File: src/rtl/gci_std_display_reg_initiator.sv
// Host-side register initiator for the display controller.
// Host requests (write or read) are queued in a small FIFO and replayed one at
// a time onto the display register port. Read data, or a timeout error when the
// target stays silent, is returned to the host under backpressure.
module gci_std_display_reg_initiator #(
  parameter int P_FIFO_DEPTH   = 4,
  parameter int P_FIFO_DEPTH_N = 2,
  parameter int P_TIMEOUT      = 16
) (
  input  logic        iCLOCK,
  input  logic        iRESET_SYNC,
  // Host request side
  input  logic        iREQ_VALID,
  output logic        oREQ_BUSY,
  input  logic        iREQ_RW,
  input  logic [3:0]  iREQ_ADDR,
  input  logic [31:0] iREQ_DATA,
  // Host response side
  output logic        oRSP_VALID,
  input  logic        iRSP_BUSY,
  output logic [31:0] oRSP_DATA,
  output logic        oRSP_ERROR,
  // Register write port
  output logic        oWR_VALID,
  output logic [3:0]  oWR_ADDR,
  output logic [31:0] oWR_DATA,
  // Register read port
  output logic        oRD_VALID,
  input  logic        iRD_BUSY,
  output logic [3:0]  oRD_ADDR,
  input  logic        iRD_VALID,
  output logic        oRD_BUSY,
  input  logic [31:0] iRD_DATA
);

  localparam int EntryW = 1 + 4 + 32;
  localparam int TimerW = $clog2(P_TIMEOUT);
  localparam logic [TimerW-1:0] TimerLast = TimerW'(P_TIMEOUT - 1);
  localparam logic [TimerW-1:0] TimerOne  = TimerW'(1);
  localparam logic [P_FIFO_DEPTH_N:0] PtrOne = (P_FIFO_DEPTH_N + 1)'(1);

  typedef enum logic [2:0] {
    StIdle,
    StWrite,
    StReadReq,
    StReadWait,
    StResp
  } state_e;

  // Request FIFO storage and pointers (extra MSB distinguishes full from empty)
  logic [EntryW-1:0]       fifoMem_q [P_FIFO_DEPTH];
  logic [P_FIFO_DEPTH_N:0] wrPtr_q;
  logic [P_FIFO_DEPTH_N:0] wrPtr_d;
  logic [P_FIFO_DEPTH_N:0] rdPtr_q;
  logic [P_FIFO_DEPTH_N:0] rdPtr_d;
  logic                    fifoFull;
  logic                    fifoEmpty;
  logic                    push;
  logic                    pop;
  logic [EntryW-1:0]       headEntry;
  logic                    headRw;
  logic [3:0]              headAddr;
  logic [31:0]             headData;

  // Sequencer state and registered outputs
  state_e            state_q;
  logic [TimerW-1:0] timer_q;
  logic              wrValid_q;
  logic [3:0]        wrAddr_q;
  logic [31:0]       wrData_q;
  logic              rdValid_q;
  logic [3:0]        rdAddr_q;
  logic              rdBusy_q;
  logic              rspValid_q;
  logic [31:0]       rspData_q;
  logic              rspError_q;

  // Full/empty flags, handshakes and next pointers; a full FIFO refuses a push
  // even when the sequencer pops in the same cycle.
  always_comb begin
    fifoEmpty = (wrPtr_q == rdPtr_q);
    fifoFull  = (wrPtr_q[P_FIFO_DEPTH_N] != rdPtr_q[P_FIFO_DEPTH_N]) &&
                (wrPtr_q[P_FIFO_DEPTH_N-1:0] == rdPtr_q[P_FIFO_DEPTH_N-1:0]);
    push      = iREQ_VALID && !fifoFull;
    pop       = (state_q == StIdle) && !fifoEmpty;
    wrPtr_d   = wrPtr_q;
    rdPtr_d   = rdPtr_q;
    if (push) begin
      wrPtr_d = wrPtr_q + PtrOne;
    end
    if (pop) begin
      rdPtr_d = rdPtr_q + PtrOne;
    end
  end

  // Unpack the entry at the head of the FIFO
  always_comb begin
    headEntry = fifoMem_q[rdPtr_q[P_FIFO_DEPTH_N-1:0]];
    headRw    = headEntry[EntryW-1];
    headAddr  = headEntry[EntryW-2 -: 4];
    headData  = headEntry[31:0];
  end

  // FIFO storage needs no reset; only slots between the pointers are ever read
  always_ff @(posedge iCLOCK) begin
    if (push) begin
      fifoMem_q[wrPtr_q[P_FIFO_DEPTH_N-1:0]] <= {iREQ_RW, iREQ_ADDR, iREQ_DATA};
    end
  end

  // FIFO pointers; reset empties the queue and drops pending requests
  always_ff @(posedge iCLOCK) begin
    if (iRESET_SYNC) begin
      wrPtr_q <= '0;
      rdPtr_q <= '0;
    end else begin
      wrPtr_q <= wrPtr_d;
      rdPtr_q <= rdPtr_d;
    end
  end

  // Sequencer: issue one request at a time, strictly in FIFO order
  always_ff @(posedge iCLOCK) begin
    if (iRESET_SYNC) begin
      state_q    <= StIdle;
      timer_q    <= '0;
      wrValid_q  <= 1'b0;
      wrAddr_q   <= '0;
      wrData_q   <= '0;
      rdValid_q  <= 1'b0;
      rdAddr_q   <= '0;
      rdBusy_q   <= 1'b1;
      rspValid_q <= 1'b0;
      rspData_q  <= '0;
      rspError_q <= 1'b0;
    end else begin
      case (state_q)
        StIdle: begin
          if (!fifoEmpty) begin
            if (headRw) begin
              wrValid_q <= 1'b1;
              wrAddr_q  <= headAddr;
              wrData_q  <= headData;
              state_q   <= StWrite;
            end else begin
              rdValid_q <= 1'b1;
              rdAddr_q  <= headAddr;
              state_q   <= StReadReq;
            end
          end
        end
        StWrite: begin
          wrValid_q <= 1'b0;
          state_q   <= StIdle;
        end
        StReadReq: begin
          if (!iRD_BUSY) begin
            rdValid_q <= 1'b0;
            rdBusy_q  <= 1'b0;
            timer_q   <= '0;
            state_q   <= StReadWait;
          end
        end
        StReadWait: begin
          if (iRD_VALID) begin
            rspData_q  <= iRD_DATA;
            rspError_q <= 1'b0;
            rspValid_q <= 1'b1;
            rdBusy_q   <= 1'b1;
            state_q    <= StResp;
          end else if (timer_q == TimerLast) begin
            rspData_q  <= '0;
            rspError_q <= 1'b1;
            rspValid_q <= 1'b1;
            rdBusy_q   <= 1'b1;
            state_q    <= StResp;
          end else begin
            timer_q <= timer_q + TimerOne;
          end
        end
        StResp: begin
          if (!iRSP_BUSY) begin
            rspValid_q <= 1'b0;
            state_q    <= StIdle;
          end
        end
        default: begin
          state_q <= StIdle;
        end
      endcase
    end
  end

  // Drive the ports straight from the registers
  always_comb begin
    oREQ_BUSY  = fifoFull;
    oRSP_VALID = rspValid_q;
    oRSP_DATA  = rspData_q;
    oRSP_ERROR = rspError_q;
    oWR_VALID  = wrValid_q;
    oWR_ADDR   = wrAddr_q;
    oWR_DATA   = wrData_q;
    oRD_VALID  = rdValid_q;
    oRD_ADDR   = rdAddr_q;
    oRD_BUSY   = rdBusy_q;
  end

endmodule

File: config.mk
export PLATFORM = sky130hd
export DESIGN_NAME = gci_std_display_reg_initiator
export DESIGN_NICKNAME = d
export VERILOG_FILES = /design/src/rtl/gci_std_display_reg_initiator.sv
export SDC_FILE = /design/constraint.sdc
export NUM_CORES = 1
export LEC_CHECK = 0
export CORE_MARGIN = 10
export CORE_UTILIZATION = 45
export DETAILED_ROUTE_END_ITERATION = 6
export PLACE_DENSITY = 0.7
export SYNTH_ARGS = -nofsm -noshare
export SYNTH_HDL_FRONTEND = slang
export SYNTH_SLANG_ARGS = --single-unit
File: constraint.sdc
create_clock -name iCLOCK -period 6.8 [get_ports iCLOCK]
set_clock_uncertainty 0.05 [all_clocks]
set_input_delay 1.36 -clock iCLOCK [delete_from_list [all_inputs] [get_ports iCLOCK]]
set_output_delay 1.36 -clock iCLOCK [all_outputs]
set_load 0.005 [all_outputs]
==> results.toml <==
[worst_setup_path]
cp_cell_sequence = "xor2_1, nor3_1, clkdlybuf4s50_1"
start_kind = "register"
crit_required_ps = 5390
cp_top_family = "XOR/XNOR gates"
critPathArrivalTime_ps = 2120
slowest_delay_ps = 520
critPathMaxFanout = 7
cpMaxStageDelayCell = "xor2_1"
path_class = "reg2out"
end_kind = "primary output"
crit_buf_inv = 1

[die]
chipHeight_um = 160
rows = 50
die_x_um = 160
fp.coreArea_mm2 = 0.0190
pin_count = 153
initial_core_util_pct = 46.3
fp.dieArea_mm2 = 0.0255

[grt]
grt_pass1_vias = 5530
grt.overflow.total = 0
grtUsageTotal_pct = 15.0
grt_pass1_wl_mm = 31.0
antenna_found_initial = 0
grt_max_degree = 89

[pwr]
power_uw = 4040
swShare_pct = 27.0
powerDensity_mw_per_mm2 = 358
power_frac_clock_pct = 32.3
peakVddDrop_mv = 0.300
p_switching_uw = 1090
power_frac_seq_pct = 45.2
p_comb_share_pct = 22.5
power_leakage_uw = 0.00375
p_int_uw = 2950

[sta]
fmax_ghz = 0.284
slew_headroom_pct = 14.3
min_period_ps = 3530
setup_ws_ps = 3270
hold_viol_final = 0
drv_slew = 0
worst_pin_slew_ps = 1280
setup_violations = 0
fin_tns_setup_ps = 0
fin_crit_sh_pct = 51.9
rsz0062_at_grt = "false"

[cts]
cts_buffers = 24
post_cts_buffers = 0
cts_max_level = 1
ctsResizeCount = 0
root_buffer = "clkbuf_16"
ctsHoldBuffers = 0
clk_path_buf_depth = 3
cts_tree = "done"
clk_pin_slew_ps = 60
cts.sinks = 240
clock_latency_ps = 510

[drt]
drt-pass1-iter-count = 5
wl_per_cell_um = 19.3
dr_total_vias = 5297
drtIter0Drc = 345
drc = 0
antenna_left = 0
via_per_inst = 5.25
wirelength_mm = 19.5

[yosys]
synthAdderAreaFrac_pct = 0.856
synth_warnings = 0
synth-simple-area-share_pct = 6.82
synth_edf_count = 148
synth_common_cells = "148 x edfxtp_1, 92 x dfxtp_1, 73 x nand2_1"
synthMuxAreaShare_pct = 10.2
synth_top_family_by_area = "multiplexers"
synth_compound_gate_area_share_pct = 7.45
ys_ff_latch = 240
async_flop_share_pct = 0
syn_area_mm2 = 0.00877
yosysMostFrequentCell = "edfxtp_1"
synth_area_per_cell_um2 = 15.0
ys_seq_area_share_pct = 71.7
ys_top_cells_by_area = "edfxtp_1 51%, dfxtp_1 21%, mux4_2 9.2%"
syn_nets = 665
yosysUniqueCellTypes = 38
synthFlopType = "edfxtp_1"
synth_top_area_share_pct = 50.7
netlist_instances = 584
yosys.area.top_type = "edfxtp_1"
synth_xor_area_share_pct = 0.999

[job]
maxCapViolations = 0

[finish]
n_antenna_cell = 0
multi_input_area_mm2 = 0.00233
regArea_mm2 = 0.00629
drive_above_1_share_pct = 12.0
post-route-cell-area_mm2 = 0.0113
area_growth_pct = 28.8
nFillCells = 1472
fin_nets = 812

[placement]
io_buffer_count = 152
post-place-ws_ps = 3150
hpwl_mm = 12.5
globalplace.congestion = 0.802
place_area_mm2 = 0.0105

[worst_hold_path]
hp-class = "reg2reg"

[status]
outcome = "finished clean"
==> metrics by stage <==
| stage | hold slack [ps] | utilization (%) | instances |
|---|---|---|---|
| floorplan | 403 | - | 584 |
| global placement | 393 | 55.4 | 965 |
| detailed placement | 399 | 55.4 | 965 |
| CTS | 408 | 59.6 | 1009 |
| global route | 430 | 59.6 | 1009 |
| finish | 405 | 59.6 | 1009 |
==> placed cells by master (no fill, tap or decap), types with 25 or more instances in the layout <==
| cell | instances |
|---|---|
| clkdlybuf4s50_1 | 151 |
| mux4_2 | 36 |
| a22oi_1 | 32 |
| edfxtp_1 | 148 |
| a21oi_1 | 43 |
| nor2_1 | 50 |
| nand2_1 | 73 |
| dfxtp_1 | 90 |
| clkbuf_16 | 25 |
==> worst paths after layout <==
path                              startpoint            end  slack, ps  depth (start not counted)
worst max-delay path              wrPtr_q[1]      oREQ_BUSY       3270                          3
worst min-delay path            oWR_DATA[17]   oWR_DATA[17]        410                          2
worst max register to register    state_q[1]  oRSP_DATA[16]       4000                          4
worst min register to register  oWR_DATA[17]   oWR_DATA[17]        410                          2
==> state kept, by name (all words and copies together), names as in the netlist, named ones only <==
register    flops
oWR_DATA       32
timer_q         4
oRD_VALID       1
fifoMem_q     148
oRSP_DATA      32
oWR_ADDR        4
state_q         3
wrPtr_q         3
oRD_ADDR        4
oRSP_ERROR      1
oRD_BUSY        1
rdPtr_q         3
oWR_VALID       1
oRSP_VALID      1
==> worst min-delay path, cell delays in order (launching register included) <==
cell	delay [ps]
dfxtp_1	310
nand2_1	50
a21oi_1	50
==> power groups by stage <==
stage | registers [uW] | clock network (uW) | logic, uW
global placement | 1850 | 0 | 910
global route | 1850 | 1400 | 1000
finish | 1830 | 1310 | 909
floorplan | 1820 | 0 | 560
CTS | 1830 | 1330 | 933
detailed placement | 1860 | 0 | 925
==> final cells by class <==
class	instances	share of cell area [%]
flip-flops and latches	240	55.7
multi-input cells	305	20.6
repair buffers	155	13.6
clock buffers	30	5.97
well taps	260	2.88
clock inverters	14	1.09
inverters	5	0.166
==> cell families after synthesis <==
family                   Yosys count
flip-flops                       240
adder cells (fa/ha/maj)            6
AND/OR/NAND/NOR                  146
multiplexers                      43
buffers and inverters             39
AO/OA/AOI/OAI                    100
XOR/XNOR                          10
==> per-layer routing <==
layer	share of wire, %	vias up	GRT usage (%)
met3	6.8	27	4.16
met4	1.6	0	3.54
li1	-	2479	-
met1	45	2611	19.9
met5	0	-	0
met2	47	180	23.8
No activity file was read; power rests on OpenSTA's default activity.
==> RTL edit (same settings) <==
`P_FIFO_DEPTH_N`: 2 -> 4.
--- a/src/rtl/gci_std_display_reg_initiator.sv
+++ b/src/rtl/gci_std_display_reg_initiator.sv
@@ -4,7 +4,7 @@
 // target stays silent, is returned to the host under backpressure.
 module gci_std_display_reg_initiator #(
   parameter int P_FIFO_DEPTH   = 4,
-  parameter int P_FIFO_DEPTH_N = 2,
+  parameter int P_FIFO_DEPTH_N = 4,
   parameter int P_TIMEOUT      = 16
 ) (
   input  logic        iCLOCK,
Formal check against the unedited RTL: not equivalent (Yosys sat finds a counterexample within 10 cycles, from zero or initial values and one cycle with iRESET_SYNC high).
==> RTL edit against the unedited design <==
Power down 1.9%. Synthesized area up 2.4%. Worst setup slack worse by 0.037 ns. Sequential cell count up 4. Wire length down 3.6%. Synthesized cell count down 3.6%. Global-route usage down 0.77 points. Design area up 1.8%. Critical path type unchanged. Highest routed layer unchanged.
==> RTL edit: results (changes against the unedited design) <==
run status -> finished clean
met3 wire len -> 1560 um (+18%)
Vias/cell -> 5.18 (-1.3%)
post-detail-place hpwl -> 12,000 um (-4.2%)
clock insertion delay at the later pin of the skew report -> 0.52 ns
iteration-0 DRC count of the detailed router -> 277 (-20%)
worst hold slack -> 0.402 ns (-0.00388 ns)
top post-synthesis cells by area -> edfxtp_1, dfxtp_1, mux4_2, mux2i_1, nor2_1
Final #Nets -> 796 (-2.0%)
clock buffer depth -> 3 (unchanged)
R2R Setup Slk -> 3.91 ns (-0.09 ns)
largest net degree at the start of global routing -> 93 (+4.5%)
Post-synth EDFFs -> 148 (unchanged)
met1 wire length -> 7740 um (-11%)
DP Area -> 10,700 sq um (+1.9%)
Max FO, Critical Path -> 9 (+2)
IO buf count -> 152 (unchanged)
GP Congestion -> 0.745 (-7.1%)
worst endpoint required time -> 5.39 ns (about the same)
Yosys cell types -> 39 (+2.6%)
Synth Net Count -> 644 (-3.2%)
top_reg_cell synth -> edfxtp_1
Post-CTS Setup Bufs -> 0 (unchanged)
ratio of cells with drive above 1 in the final layout -> 0.122 (+0.00229)
top cells by count, synth -> edfxtp_1, dfxtp_1, nor2_1
Root Buffer -> clkbuf_16
CTS Buf Count -> 26 (+8.3%)
number of flip-flops in the largest register -> 148 (unchanged)
sequential fraction of the synthesis area -> 0.709 (-0.00816)
first-pass GRT wire length -> 30,000 um (-3.3%)
ANT cells -> 0 (unchanged)
Slew headroom -> 0.204 (+0.0604)
Fmax achieved -> 281 MHz (-1.0%)
max layer used -> met4
wire length per cell -> 18.8 um (-2.7%)
clock-pin slew on the worst setup and hold paths -> 0.06 ns (about the same)
Hold Crit Depth -> 2 (unchanged)
All-Layer GR Usage -> 0.142 (-0.00767)
VDD IR-drop max -> 213 uV (-29%)
Leak -> 0.00389 uW (+3.5%)
initial antenna violation count -> 0 (unchanged)
vias in the first global route -> 5,560 (+0.54%)
drt first pass iters -> 4 (-1)
R2R depth -> 6 (+2)
met2 WL -> 9210 um (+0.63%)
PostCTS Resize Cnt -> 0 (unchanged)
## RTL edit: cell types whose count changed in the layout (fill, tap and decap cells not counted), moves of 36 or more
cell     delta
nand2_1    -69
a21oi_1    -36
nor2_1     +41
mux2i_1    +36
## RTL edit: power breakdown
| group | internal, uW | total, uW | switching [uW] |
|---|---|---|---|
| clock network | 742 | 1290 | 544 |
| registers | 1720 | 1820 | 105 |
| logic | 477 | 860 | 384 |
## RTL edit: stage by stage
| step | setup slack (ns) | cells |
|---|---|---|
| finish | 3.24 | 1000 |
| global route | 3.04 | 1000 |
| CTS | 3.19 | 1000 |
| detailed placement | 3.31 | 952 |
| global placement | 3.35 | 952 |
| floorplan | 3.92 | 563 |
## RTL edit: final timing paths
path | start | endpoint
worst max-delay path | rdPtr_q[2] | oREQ_BUSY
worst min-delay path | oRD_VALID | oRD_VALID
worst min register to register | oRD_VALID | oRD_VALID
worst max register to register | flop | oWR_DATA[28]
## RTL edit: critical path: stages, from the launching register on
cell and delay [ns]:
dfxtp_1 0.41, xnor2_1 0.16, nand4_1 0.30, nor2_1 0.23
clkdlybuf4s50_1 0.53
## RTL edit: cell families (layout without fill, tap and decap cells)
group                      after synthesis  count (layout)  synth area share
AOI/OAI and AO/OA                       58              58            0.0450
xor gates and xnor gates                17              17            0.0166
adders and majority gates                6               6           0.00836
buffers and inverters                   38             210            0.0223
DFF                                    244             244             0.709
muxes                                   79              79             0.140
and+or+nand+nor                        121             121            0.0595
## RTL edit: layout make-up
| type | instances | area [sq um] |
|---|---|---|
| clock buffer | 34 | 714 |
| tap | 265 | 332 |
| multi-input combinational | 281 | 2430 |
| inverter | 7 | 26.3 |
| timing repair buffer | 155 | 1540 |
| fill | 1506 | 8030 |
| clock inverter | 14 | 87.6 |
| sequential | 244 | 6370 |
## RTL edit: routing by layer
layer  GRT usage  vias up
li1            -     2426
met1       0.172     2561
met2       0.242      169
met3      0.0475       27
met4      0.0327        0
met5           0        -
